`src/rtl/stopwatch_bcd.sv`:
```
// MM:SS BCD stopwatch. Consumes the 1 Hz tick from the programmable timer,
// drives the timer's load/enable, and runs a four-state button FSM
// (IDLE/RUN/PAUSE/LAP). The four BCD digits feed the 7-segment mux.
module stopwatch_bcd #(
  parameter logic [3:0] MIN_TENS_MAX = 4'd5
) (
  input  logic       clk,
  input  logic       rst_n,
  input  logic       tick,
  input  logic       btn_ss,
  input  logic       btn_lap,
  input  logic       btn_clr,
  output logic       timer_load,
  output logic       timer_en,
  output logic [3:0] sec_ones,
  output logic [3:0] sec_tens,
  output logic [3:0] min_ones,
  output logic [3:0] min_tens,
  output logic       lap_active,
  output logic       rollover
);

  typedef enum logic [1:0] {IDLE, RUN, PAUSE, LAP} state_t;

  typedef struct packed {
    logic [3:0] min_tens;
    logic [3:0] min_ones;
    logic [3:0] sec_tens;
    logic [3:0] sec_ones;
  } bcd_time_t;

  state_t    state;
  bcd_time_t count, count_next, snapshot, shown;
  logic      prev_ss, prev_lap, prev_clr;
  logic      press_ss, press_lap, press_clr;
  logic      do_ss, do_lap, do_clr;
  logic      advance, wrap;

  // Rising-edge press detection with clr > ss > lap priority; a lower-priority
  // press in the same cycle is dropped even when the winner is ignored.
  always_comb begin
    press_ss  = btn_ss  & ~prev_ss;
    press_lap = btn_lap & ~prev_lap;
    press_clr = btn_clr & ~prev_clr;
    do_clr    = press_clr;
    do_ss     = press_ss  & ~press_clr;
    do_lap    = press_lap & ~press_clr & ~press_ss;
  end

  // Next count: BCD ripple increment, one second per tick while counting.
  always_comb begin
    // NOTE: every always_comb output gets a default first so no path leaves it
    // unassigned, which would otherwise infer a latch.
    count_next = count;
    wrap       = 1'b0;
    advance    = ((state == RUN) || (state == LAP)) && tick;
    if (advance) begin
      if (count.sec_ones != 4'd9) begin
        count_next.sec_ones = count.sec_ones + 4'd1;
      end else begin
        count_next.sec_ones = 4'd0;
        if (count.sec_tens != 4'd5) begin
          count_next.sec_tens = count.sec_tens + 4'd1;
        end else begin
          count_next.sec_tens = 4'd0;
          if (count.min_ones != 4'd9) begin
            count_next.min_ones = count.min_ones + 4'd1;
          end else begin
            count_next.min_ones = 4'd0;
            if (count.min_tens != MIN_TENS_MAX) begin
              count_next.min_tens = count.min_tens + 4'd1;
            end else begin
              count_next.min_tens = 4'd0;
              wrap                = 1'b1;
            end
          end
        end
      end
    end
  end

  // Button FSM, live count, lap snapshot and registered rollover pulse.
  always_ff @(posedge clk or negedge rst_n) begin
    if (!rst_n) begin
      state    <= IDLE;
      count    <= '0;
      snapshot <= '0;
      prev_ss  <= 1'b0;
      prev_lap <= 1'b0;
      prev_clr <= 1'b0;
      rollover <= 1'b0;
    end else begin
      // NOTE: sequential state uses non-blocking assignments so every register
      // samples pre-edge values, independent of statement order.
      prev_ss  <= btn_ss;
      prev_lap <= btn_lap;
      prev_clr <= btn_clr;
      rollover <= wrap;
      count    <= count_next;
      case (state)
        IDLE: begin
          if (do_ss) state <= RUN;
        end
        RUN: begin
          if (do_ss) begin
            state <= PAUSE;
          end else if (do_lap) begin
            state    <= LAP;
            snapshot <= count_next;
          end
        end
        PAUSE: begin
          if (do_ss) begin
            state <= RUN;
          end else if (do_clr) begin
            state <= IDLE;
            count <= '0;
          end
        end
        LAP: begin
          if (do_lap)     state <= RUN;
          else if (do_ss) state <= PAUSE;
        end
        default: state <= IDLE;
      endcase
    end
  end

  // Outputs: timer_load fires in the same cycle as the IDLE->RUN press so the
  // timer restarts its phase on that edge; the display freezes in LAP.
  always_comb begin
    timer_load = (state == IDLE) && do_ss;
    timer_en   = (state == RUN) || (state == LAP);
    lap_active = (state == LAP);
    shown      = (state == LAP) ? snapshot : count;
    sec_ones   = shown.sec_ones;
    sec_tens   = shown.sec_tens;
    min_ones   = shown.min_ones;
    min_tens   = shown.min_tens;
  end

endmodule
```
`config.mk`:
```
export PLATFORM = sky130hd
export DESIGN_NAME = stopwatch_bcd
export DESIGN_NICKNAME = d
export VERILOG_FILES = /design/src/rtl/stopwatch_bcd.sv
export SDC_FILE = /design/constraint.sdc
export NUM_CORES = 1
export LEC_CHECK = 0
export CORE_UTILIZATION = 54
export DETAILED_ROUTE_END_ITERATION = 8
export PLACE_DENSITY = 0.78
export SKIP_LAST_GASP = 1
export SLEW_MARGIN = 20
export SYNTH_ARGS = -nofsm -noshare
export SYNTH_HDL_FRONTEND = slang
export SYNTH_SLANG_ARGS = --single-unit
```
`constraint.sdc`:
```
create_clock -name clk -period 2 [get_ports clk]
set_input_delay 0.6 -clock clk [delete_from_list [all_inputs] [get_ports clk]]
set_output_delay 0.6 -clock clk [all_outputs]
set_load 0.05 [all_outputs]
```
### After elaboration in Yosys (flattened, before gate mapping)

Cells that the tools add are included.

| cells by class | value |
|---|---|
| add/sub/neg operators | 4 |
| equality and inequality tests | 11 |
| multiplexer cells | 25 |
| bitwise operators | 12 |
| reduce and logical (&&, ||, !) cells | 6 |

Operators with widths:

| cell | count |
|---|---|
| two-way mux 16 bit | 5 |
| two-way mux 4 bit | 5 |
| adder 4 x 1 -> 4 bit, second input constant | 4 |
| two-way mux 2 bit | 7 |
| two-way mux 12 bit | 1 |
| two-way mux 8 bit | 1 |
| != test 4 x 3 -> 1 bit, second input constant | 2 |
| != test 4 bit, second input constant | 2 |
| one-hot mux 2 bit (4 select lines) | 1 |
| bitwise AND 1 bit | 6 |
| != test 3 bit, second input constant | 2 |
| inverter 1 bit | 6 |
| two-way mux 1 bit | 5 |
| == test 2 bit, second input constant | 2 |
| AND reduction 4 bit | 1 |
| != test 3 x 1 -> 1 bit, second input constant | 1 |
| AND reduction 3 bit | 1 |
| == test 2 x 1 -> 1 bit, second input constant | 1 |
| logical AND 1 bit | 2 |
| zero test 2 bit | 1 |
| != test 2 bit, second input constant | 1 |
| logical OR 1 bit | 1 |

| word-level totals | value |
|---|---|
| input bits | 6 |
| logic and storage cells | 71 |
| output and inout port bits | 20 |
| flip-flop bits (word level) | 38 |

### Logic depth before layout (Yosys ltp)

Gate-level depths: netlist of run 1.

| depth | value |
|---|---|
| depth after elaboration | 9 |
| depth in mapped cells | 6 |
| mapped depth without buffers | 4 |

### Least setup slack after synthesis of run 1

OpenSTA, ideal clock, no wires.

| path | value |
|---|---|
| path kind | register to output |
| start point | reg state[0] |
| end point | out sec_ones[2] |
| cell stages (with the launch flop) | 6 |
| required time | 1.400 ns |
| setup slack | -0.959 ns |
| buffers on the path | 2 |
| data arrival time | 2.359 ns |
| cell sequence | dfrtp_1 -> clkbuf_8 -> nand2_1 -> buf_2 -> inv_1 -> o21ai_0 |

| between the ends | value |
|---|---|
| cells in the longest elaborated chain, start to end | 2 |

Ends and longest elaborated chain:

| what | RTL line | text |
|---|---|---|
| from (decl) | 32 | `state_t state;` |
| from (signal assigned) | 85 | `state <= IDLE;` |
| from (signal assigned) | 102 | `if (do_ss) state <= RUN;` |
| from (signal assigned) | 106 | `state <= PAUSE;` |
| == test 2 bit | n/a |  |
| net lap_active | 19 | `output logic lap_active,` |
| two-way mux 16 bit | 135 | `shown = (state == LAP) ? snapshot : count;` |
| to (decl) | 15 | `output logic [3:0] sec_ones,` |

The timed path passes the listed nets, and every way through them passes these cells.

### Final worst setup path of run 1

| path | value |
|---|---|
| start point | reg state[0] |
| end point | out sec_tens[3] |

| between the ends | value |
|---|---|
| cells in the longest elaborated chain, start to end | 2 |

Ends and longest elaborated chain:

| what | RTL line | text |
|---|---|---|
| == test 2 bit | 135 |  |
| two-way mux 16 bit | 135 |  |
| to (decl) | 16 | `output logic [3:0] sec_tens,` |

No other way between the ends.

==> PnR_summary.wiki, run 1 <==
{| class="wikitable"
! Metric !! Value
|-
| Static leakage || 0.00133 uW
|-
| CTS H-tree lvls || 2
|-
| Congestion Overflow GR || 0
|-
| Peak Freq || 485 MHz
|-
| Path type of the worst setup path || flip-flop to output port
|-
| Final Max Tran Viols || 0
|-
| Max Cap Viol || 0
|-
| Hold Buf Count CTS || 0
|-
| Clk root buf || clkbuf_8
|-
| Detailed Route WL || 5170 um
|-
| Vias after detailed routing || 1725
|-
| Post-Syn Nets || 200
|-
| Proportion of power drawn by the clock network || 0.135
|-
| Area growth from synthesis to final layout || 45.1%
|-
| Max Buffers Root-to-Sink || 2
|-
| Gate power share || 0.564
|-
| Setup repair after global routing missed its margin || yes
|-
| Violated checks || setup timing
|-
| TritonCTS Buffers || 5
|-
| Sw power || 1590 uW
|-
| Worst Reg2Reg Path Length in Cells || 7
|-
| Number of nets in the finished design || 250
|-
| DRC || 0
|-
| Number of buffers inserted by port buffering || 25
|-
| Syn avg cell area || 10.3 sq um
|-
| Post-synth ARST share || 1.00
|-
| Worst setup path start || state[0]
|-
| Area of the die || 3950 sq um
|-
| Kind of launch point of the worst setup path || flip-flop
|-
| Final clock period utilization by the worst path || 1.03
|-
| Flops & latches, synth || 38
|-
| Clock Latency Late Sink || 0.28 ns
|-
| Std-Cell Rows || 21
|-
| Area used by multi-input combinational logic || 1090 sq um
|-
| Worst ir drop on vdd || 0.00138 V
|-
| Cell-internal power || 2310 uW
|-
| Die X-Extent || 62.9 um
|-
| Number of failing setup endpoints in the final timing report || 18
|-
| DPL Wire Length || 3070 um
|-
| Number of I/O pins || 26
|-
| Number of antenna violations at the first check in global routing || 0
|-
| Maximum number of pins on one net before global-route repair || 39
|-
| Clock transition time at the flip-flop clock pins of the worst setup and hold paths || 0.07 ns
|-
| Flop2flop setup slack || 0.07 ns
|-
| CP Data Required Time || 1.40 ns
|-
| Min Clock Period, post-route || 2.06 ns
|-
| Number of fillers in the final layout || 165
|-
| PnR worst setup slack || -0.0610 ns
|-
| Area taken by flip-flops and latches || 951 sq um
|-
| Net Sw Frac || 0.408
|-
| Pre-antenna DRT Iters || 4
|-
| WL per Instance || 17.8 um
|-
| Sequential group share of total power || 0.301
|-
| Worst path arrival time || 1.46 ns
|-
| Iteration-0 DRC Markers || 128
|-
| Hold Path Class || input pin to asynchronous set/reset pin
|-
| Initial core utilization || 0.581
|-
| Post-synthesis cell type count || 45
|-
| Count of final hold-check violations || 0
|-
| Number of global-route vias before repair || 1785
|-
| Die Y-Extent || 62.9 um
|-
| Antenna-violating nets left || 0
|-
| Clock tree from TritonCTS || done
|-
| Slew at the pin with the worst max-slew slack || 0.465 ns
|-
| Critical path peak fanout || 5
|-
| R2r startpoint || state[0]
|-
| Worst slack, placed || -0.334 ns
|-
| R2r endpoint || snapshot[11]
|-
| Post-synth top flop || dfrtp_1
|-
| Number of antenna repair diodes || 0
|-
| Wire length of the first global-routing pass || 8780 um
|-
| Num Clock Sinks || 38
|-
| Area of the core || 3440 sq um
|-
| Total of warnings raised by yosys || 0
|-
| Global placement routability congestion || 0.807
|-
| Total track usage || 0.288
|-
| Crit path to || sec_tens[3]
|-
| Fraction of the yosys area taken by sequential cells || 0.475
|-
| Post-detailed-route via-to-cell ratio || 5.93
|-
| Share of final-layout standard cells stronger than drive strength 1 || 0.371
|-
| Post-synthesis instance area || 2000 sq um
|-
| Worst clock skew || 0.00588 ns
|-
| Power Dens Cells || 1340 nW/um^2
|-
| Number of enable flip-flop cells after synthesis || 0
|-
| Outcome || finished, violations left
|-
| Worst slew margin || 0.690
|-
| Element type at the critical path end || output port
|-
| Post-Synthesis Cells || 194
|-
| Overall Power || 3900 uW
|}
[final cells by class]
type | count | area share
multi-input cells | 142 | 0.377
flip-flops and latches | 38 | 0.328
clock inverters | 1 | 0.00172
inverters | 4 | 0.00647
clock buffers | 7 | 0.0297
well taps | 46 | 0.0198
repair buffers | 53 | 0.238
[Yosys cell counts (2+ instances only)]
master	number	area share
a21oi_1	8	0.020
a22oi_1	2	0.0075
a31oi_1	4	0.013
and4_1	2	0.0088
buf_2	3	0.0075
clkbuf_1	4	0.0075
dfrtp_1	38	0.48
inv_1	4	0.0075
mux2_2	14	0.079
mux2i_1	3	0.015
nand2_1	19	0.036
nand2b_1	4	0.013
nand3_1	4	0.010
nand4_1	6	0.019
nor2_1	19	0.036
nor2b_1	5	0.016
nor3b_1	3	0.011
nor4b_1	2	0.0088
o21ai_0	16	0.040
o21ai_1	3	0.0075
xnor2_1	6	0.026
xor2_1	2	0.0088
[worst min-delay path by stage]
stage,start,endpoint
after floorplan,rst_n,count[0]
after global placement,snapshot[0],snapshot[0]
after detailed placement,snapshot[12],snapshot[12]
after CTS,rst_n,rollover
after global routing,rst_n,count[15]
final,rst_n,rollover
[registers in the layout, summed over array words and instances, names as in the netlist]
signal    flops
prev_lap      1
prev_clr      1
snapshot     16
count        16
rollover      1
prev_ss       1
state         2
[stage by stage]
step / instances / util / hold WS, ns / setup TNS [ns] / area [sq um]
floorplan: 194 / - / 0.304 / -0.235 / 2050
global placement: 270 / 0.755 / 0.460 / -1.00 / 2600
detailed placement: 270 / 0.755 / 0.472 / -2.87 / 2600
CTS: 291 / 0.835 / 0.284 / -0.916 / 2870
global route: 291 / 0.843 / 0.287 / -1.46 / 2900
finish: 291 / 0.843 / 0.276 / -0.787 / 2900
[power groups by stage]
stage                     Combinational, uW  Sequential [uW]  Clock [uW]
after global routing                   2300             1200         573
after global placement                 1880             1140           0
after CTS                              2140             1150         538
after floorplan                        1170             1120           0
final                                  2200             1170         528
after detailed placement               1920             1160           0
[critical path, cell delays in order (launching register included)]
cell	delay, ns
dfrtp_1	0.41
nand2_4	0.14
buf_12	0.11
clkinvlp_4	0.17
nand2_2	0.14
o21ai_4	0.07
buf_12	0.15
[placed cells by master, fill, tap and decap left out, types with 2 or more instances in the layout]
cell type,Yosys,layout
clkbuf_8,1,6
nand2b_1,4,4
buf_4,1,23
nor3_4,1,2
nand2_1,19,15
nand2_2,0,3
nor4b_1,2,2
buf_12,0,23
o21ai_1,3,3
clkbuf_2,0,2
xnor2_1,6,5
nor3b_2,1,2
dfrtp_1,38,38
mux2i_1,3,3
xor2_1,2,2
nor2_1,19,19
mux2_4,0,14
nand3_1,4,4
o21ai_4,0,2
a31oi_1,4,4
nor2b_1,5,4
inv_1,4,3
nor3b_1,3,2
a22oi_1,2,2
buf_6,1,2
a21oi_1,8,8
o21ai_0,16,14
and4_1,2,2
clkdlybuf4s50_1,0,2
nand4_1,6,6
[repair_timing]
action	CTS	global route
setup buffers	13	0
setup endpoints to repair	18	31
pin swaps	3	5
resized for setup	16	13
[layer usage]
metal / wire length (um) / up-vias / track usage
met5: 0 / - / 0
met4: 130 / 0 / 0.113
met3: 212 / 17 / 0.0456
met2: 2760 / 62 / 0.497
met1: 2060 / 857 / 0.357
li1: - / 789 / -
[cell families after synthesis]
kind of cell / share of synthesized area
DFF: 0.475
AOI/OAI and AO/OA: 0.104
muxes: 0.0938
buffers and inverters: 0.0388
xor gates and xnor gates: 0.0350
and+or+nand+nor: 0.253
Power figures use the tool's default switching activity.
==> inputs of run 2 (changes only) <==
--- a/config.mk
+++ b/config.mk
@@ -5,8 +5,10 @@
 export SDC_FILE = /design/constraint.sdc
 export NUM_CORES = 1
 export LEC_CHECK = 0
+export ABC_CLOCK_PERIOD_IN_PS = 2000
 export CORE_UTILIZATION = 54
 export DETAILED_ROUTE_END_ITERATION = 8
+export GPL_ROUTABILITY_DRIVEN = 0
 export PLACE_DENSITY = 0.78
 export SKIP_LAST_GASP = 1
 export SLEW_MARGIN = 20
==> results of run 2 <==
No change in the layout: final DEF, timing and power equal those of run 1.
==> patch, RTL diff (config.mk and constraints of run 2) <==
Put a register stage on the output `timer_load`, cleared by the reset. The value now appears one clock later. The other outputs are not delayed to match. Comments in the files are not updated.
--- a/src/rtl/stopwatch_bcd.sv
+++ b/src/rtl/stopwatch_bcd.sv
@@ -28,6 +28,8 @@
     logic [3:0] sec_tens;
     logic [3:0] sec_ones;
   } bcd_time_t;
+
+  logic timer_load_d;
 
   state_t    state;
   bcd_time_t count, count_next, snapshot, shown;
@@ -129,7 +131,7 @@
   // Outputs: timer_load fires in the same cycle as the IDLE->RUN press so the
   // timer restarts its phase on that edge; the display freezes in LAP.
   always_comb begin
-    timer_load = (state == IDLE) && do_ss;
+    timer_load_d = (state == IDLE) && do_ss;
     timer_en   = (state == RUN) || (state == LAP);
     lap_active = (state == LAP);
     shown      = (state == LAP) ? snapshot : count;
@@ -139,4 +141,12 @@
     min_tens   = shown.min_tens;
   end
 
+  always_ff @(posedge clk or negedge rst_n) begin
+    if (!rst_n) begin
+      timer_load <= '0;
+    end else begin
+      timer_load <= timer_load_d;
+    end
+  end
+
 endmodule
Function: changed (a bounded check fails within 4 cycles, from zero or initial values and one cycle with rst_n low).
==> patch against run 2 <==
  * The flow still finishes with violations (negative setup slack)
  * Critical endpoint is now sec_tens[0]
  * Setup slack worse by 0.012 ns
  * Combinational power down 8%
  * Total power down 2.6%
  * Synthesized area up 1.3%
  * Sequential cell count up 1
  * Final area down 4.0%
  * Via count down 7.9%
  * Utilization down 4.0 points
  * Sequential share of layout area up 2.3 points
  * Worst hold slack worse by 0.021 ns
  * Clock skew down 0.0011 ns
  * Non-clock buffer count down 12
  * Fmax down 0.56%
  * Wire length down 12%
==> patch: results (changes against run 2) <==
P_leak=1.25 nW (-5.6%); routed len/inst=16.2 um (-9.0%); WP data arrival=~1.5 ns; Clock Skew=0.00482 ns (-0.00106 ns); CP Max Fanout=6 (+1); Total Routing Usage GR=26.7% (-2.1 points); setup TNS=-0.844 ns (-0.0563 ns); H-tree Lvls=2 (unchanged); CP max stage cell=dfrtp_1; Hold Crit Class=in2async; Syn Nets=201 (+0.50%); synth cell count leaders=dfrtp_1, nand2_1, nor2_1; iteration count of the initial detailed-routing pass=4 (unchanged); Synth Flop Type=dfrtp_1; Synth area leaders=dfrtp_1, mux2_2, o21ai_0; worst-margin pin slew=0.473 ns (+0.00827 ns); first-pass GRT wire length=8220 um (-6.4%); Ant. Diodes=0 (unchanged); Final #Nets=239 (-4.4%); synth unique cells=45 (unchanged); Max VDD drop=1.09 mV (-21%); vias after detailed routing=1589 (-7.9%); sequential share of the synthesized area=48.2% (+0.65 points); Post-synth ARST share=100% (unchanged); Ys Warns=0 (unchanged); CP max stage delay=0.41 ns (about the same); vias in the first global route=1686 (-5.5%); antenna violations before repair=0 (unchanged); Post-Synth Adder-Cell Area=0% (unchanged); failing checks=negative setup slack; DR iter-0 viols=134 (+4.7%); post-synthesis mux area share=9.26% (-0.12 points); # setup viols final=14 (-4); share of layout cells above drive strength 1=30.8% (-6.4 points); biggest regs=count x16, snapshot x16, state x2; Final HPWL DP=3140 um (+2.3%); Final WS setup=-0.0725 ns (-0.0115 ns); Root Buffer=clkbuf_8; Synth Area in Compound Gates=10.3% (-0.13 points); Synth Area in XOR/XNOR=3.46% (-0.043 points); Worst-Skew Late Latency=a little under 0.3 ns; Clock transition at path regs=0.07 ns (about the same); fill count=205 (+24%); # port buffers=25 (unchanged); clk buf depth=2 (unchanged); status=finished, violations left; delay-heaviest family, CP=flip-flops; total CTS buffers=5 (unchanged); largest net degree at the start of global routing=23 (-41%)
## patch: cell count changes after synthesis, sizes merged
cell / change
dfrtp: +1
## patch: final cells by class
| cell class | count | area, um^2 | share of cell area [%] |
|---|---|---|---|
| Inverter | 4 | 18.8 | 0.674 |
| Tap cell | 46 | 57.6 | 2.07 |
| Timing Repair Buffer | 41 | 582 | 20.9 |
| Clock buffer | 8 | 100 | 3.59 |
| Multi-Input combinational cell | 142 | 1050 | 37.8 |
| Sequential cell | 39 | 976 | 35.0 |
## patch: path summary, 6_finish.rpt
kind	slack, ns	from	cells past startpoint	to
setup / recovery	-0.07	state[0]	4	sec_tens[0]
hold / removal	0.26	rst_n	1	rollover
setup reg to reg	0.31	count[1]	4	rollover
hold reg to reg	0.49	snapshot[9]	2	snapshot[9]
max in group asynchronous	1.28	rst_n	2	count[5]
min in group clk	0.49	snapshot[9]	2	snapshot[9]
## patch: timing repair
item	in CTS	in global routing
buffers inserted	4	0
resized for setup	14	1
endpoints found under the hold margin	0	0
hold buffers	0	0
setup endpoints to repair	17	17
pin swaps	2	1
## patch: metrics by stage
| step | cell area [um^2] | util (%) | setup WS [ns] | hold WS [ns] | std cells |
|---|---|---|---|---|---|
| 4_1_cts | 2780 | 80.3 | -0.0884 | 0.258 | 280 |
| 6_report | 2790 | 80.3 | -0.0725 | 0.255 | 280 |
| 3_3_place_gp | 2580 | 74.3 | -0.0654 | 0.459 | 268 |
| 3_5_place_dp | 2580 | 74.3 | -0.137 | 0.470 | 268 |
| 2_1_floorplan | 2070 | - | -0.115 | 0.304 | 195 |
| 5_1_grt | 2790 | 80.3 | -0.130 | 0.269 | 280 |
## patch: routing by layer
layer / part of all wire, % / global-route usage, % / vias to the layer above
met5: 0 / 0 / -
met4: 0.93 / 7.10 / 0
met3: 4.1 / 7.43 / 5
met2: 52 / 44.0 / 34
met1: 43 / 34.6 / 784
li1: - / - / 766
## patch: cells by family (layout without fill, tap and decap cells)
group / count (synthesis) / after routing
XOR/XNOR: 8 / 8
AND/OR/NAND/NOR: 80 / 80
flip-flops: 39 / 39
multiplexers: 17 / 17
buffers and inverters: 14 / 53
AO/OA/AOI/OAI: 37 / 37
## patch: power breakdown
group / switching, mW / internal [mW] / total, mW
combinational: 1.06 / 0.975 / 2.03
sequential: 0.192 / 0.987 / 1.18
clock: 0.271 / 0.315 / 0.586
total: 1.52 / 2.28 / 3.80
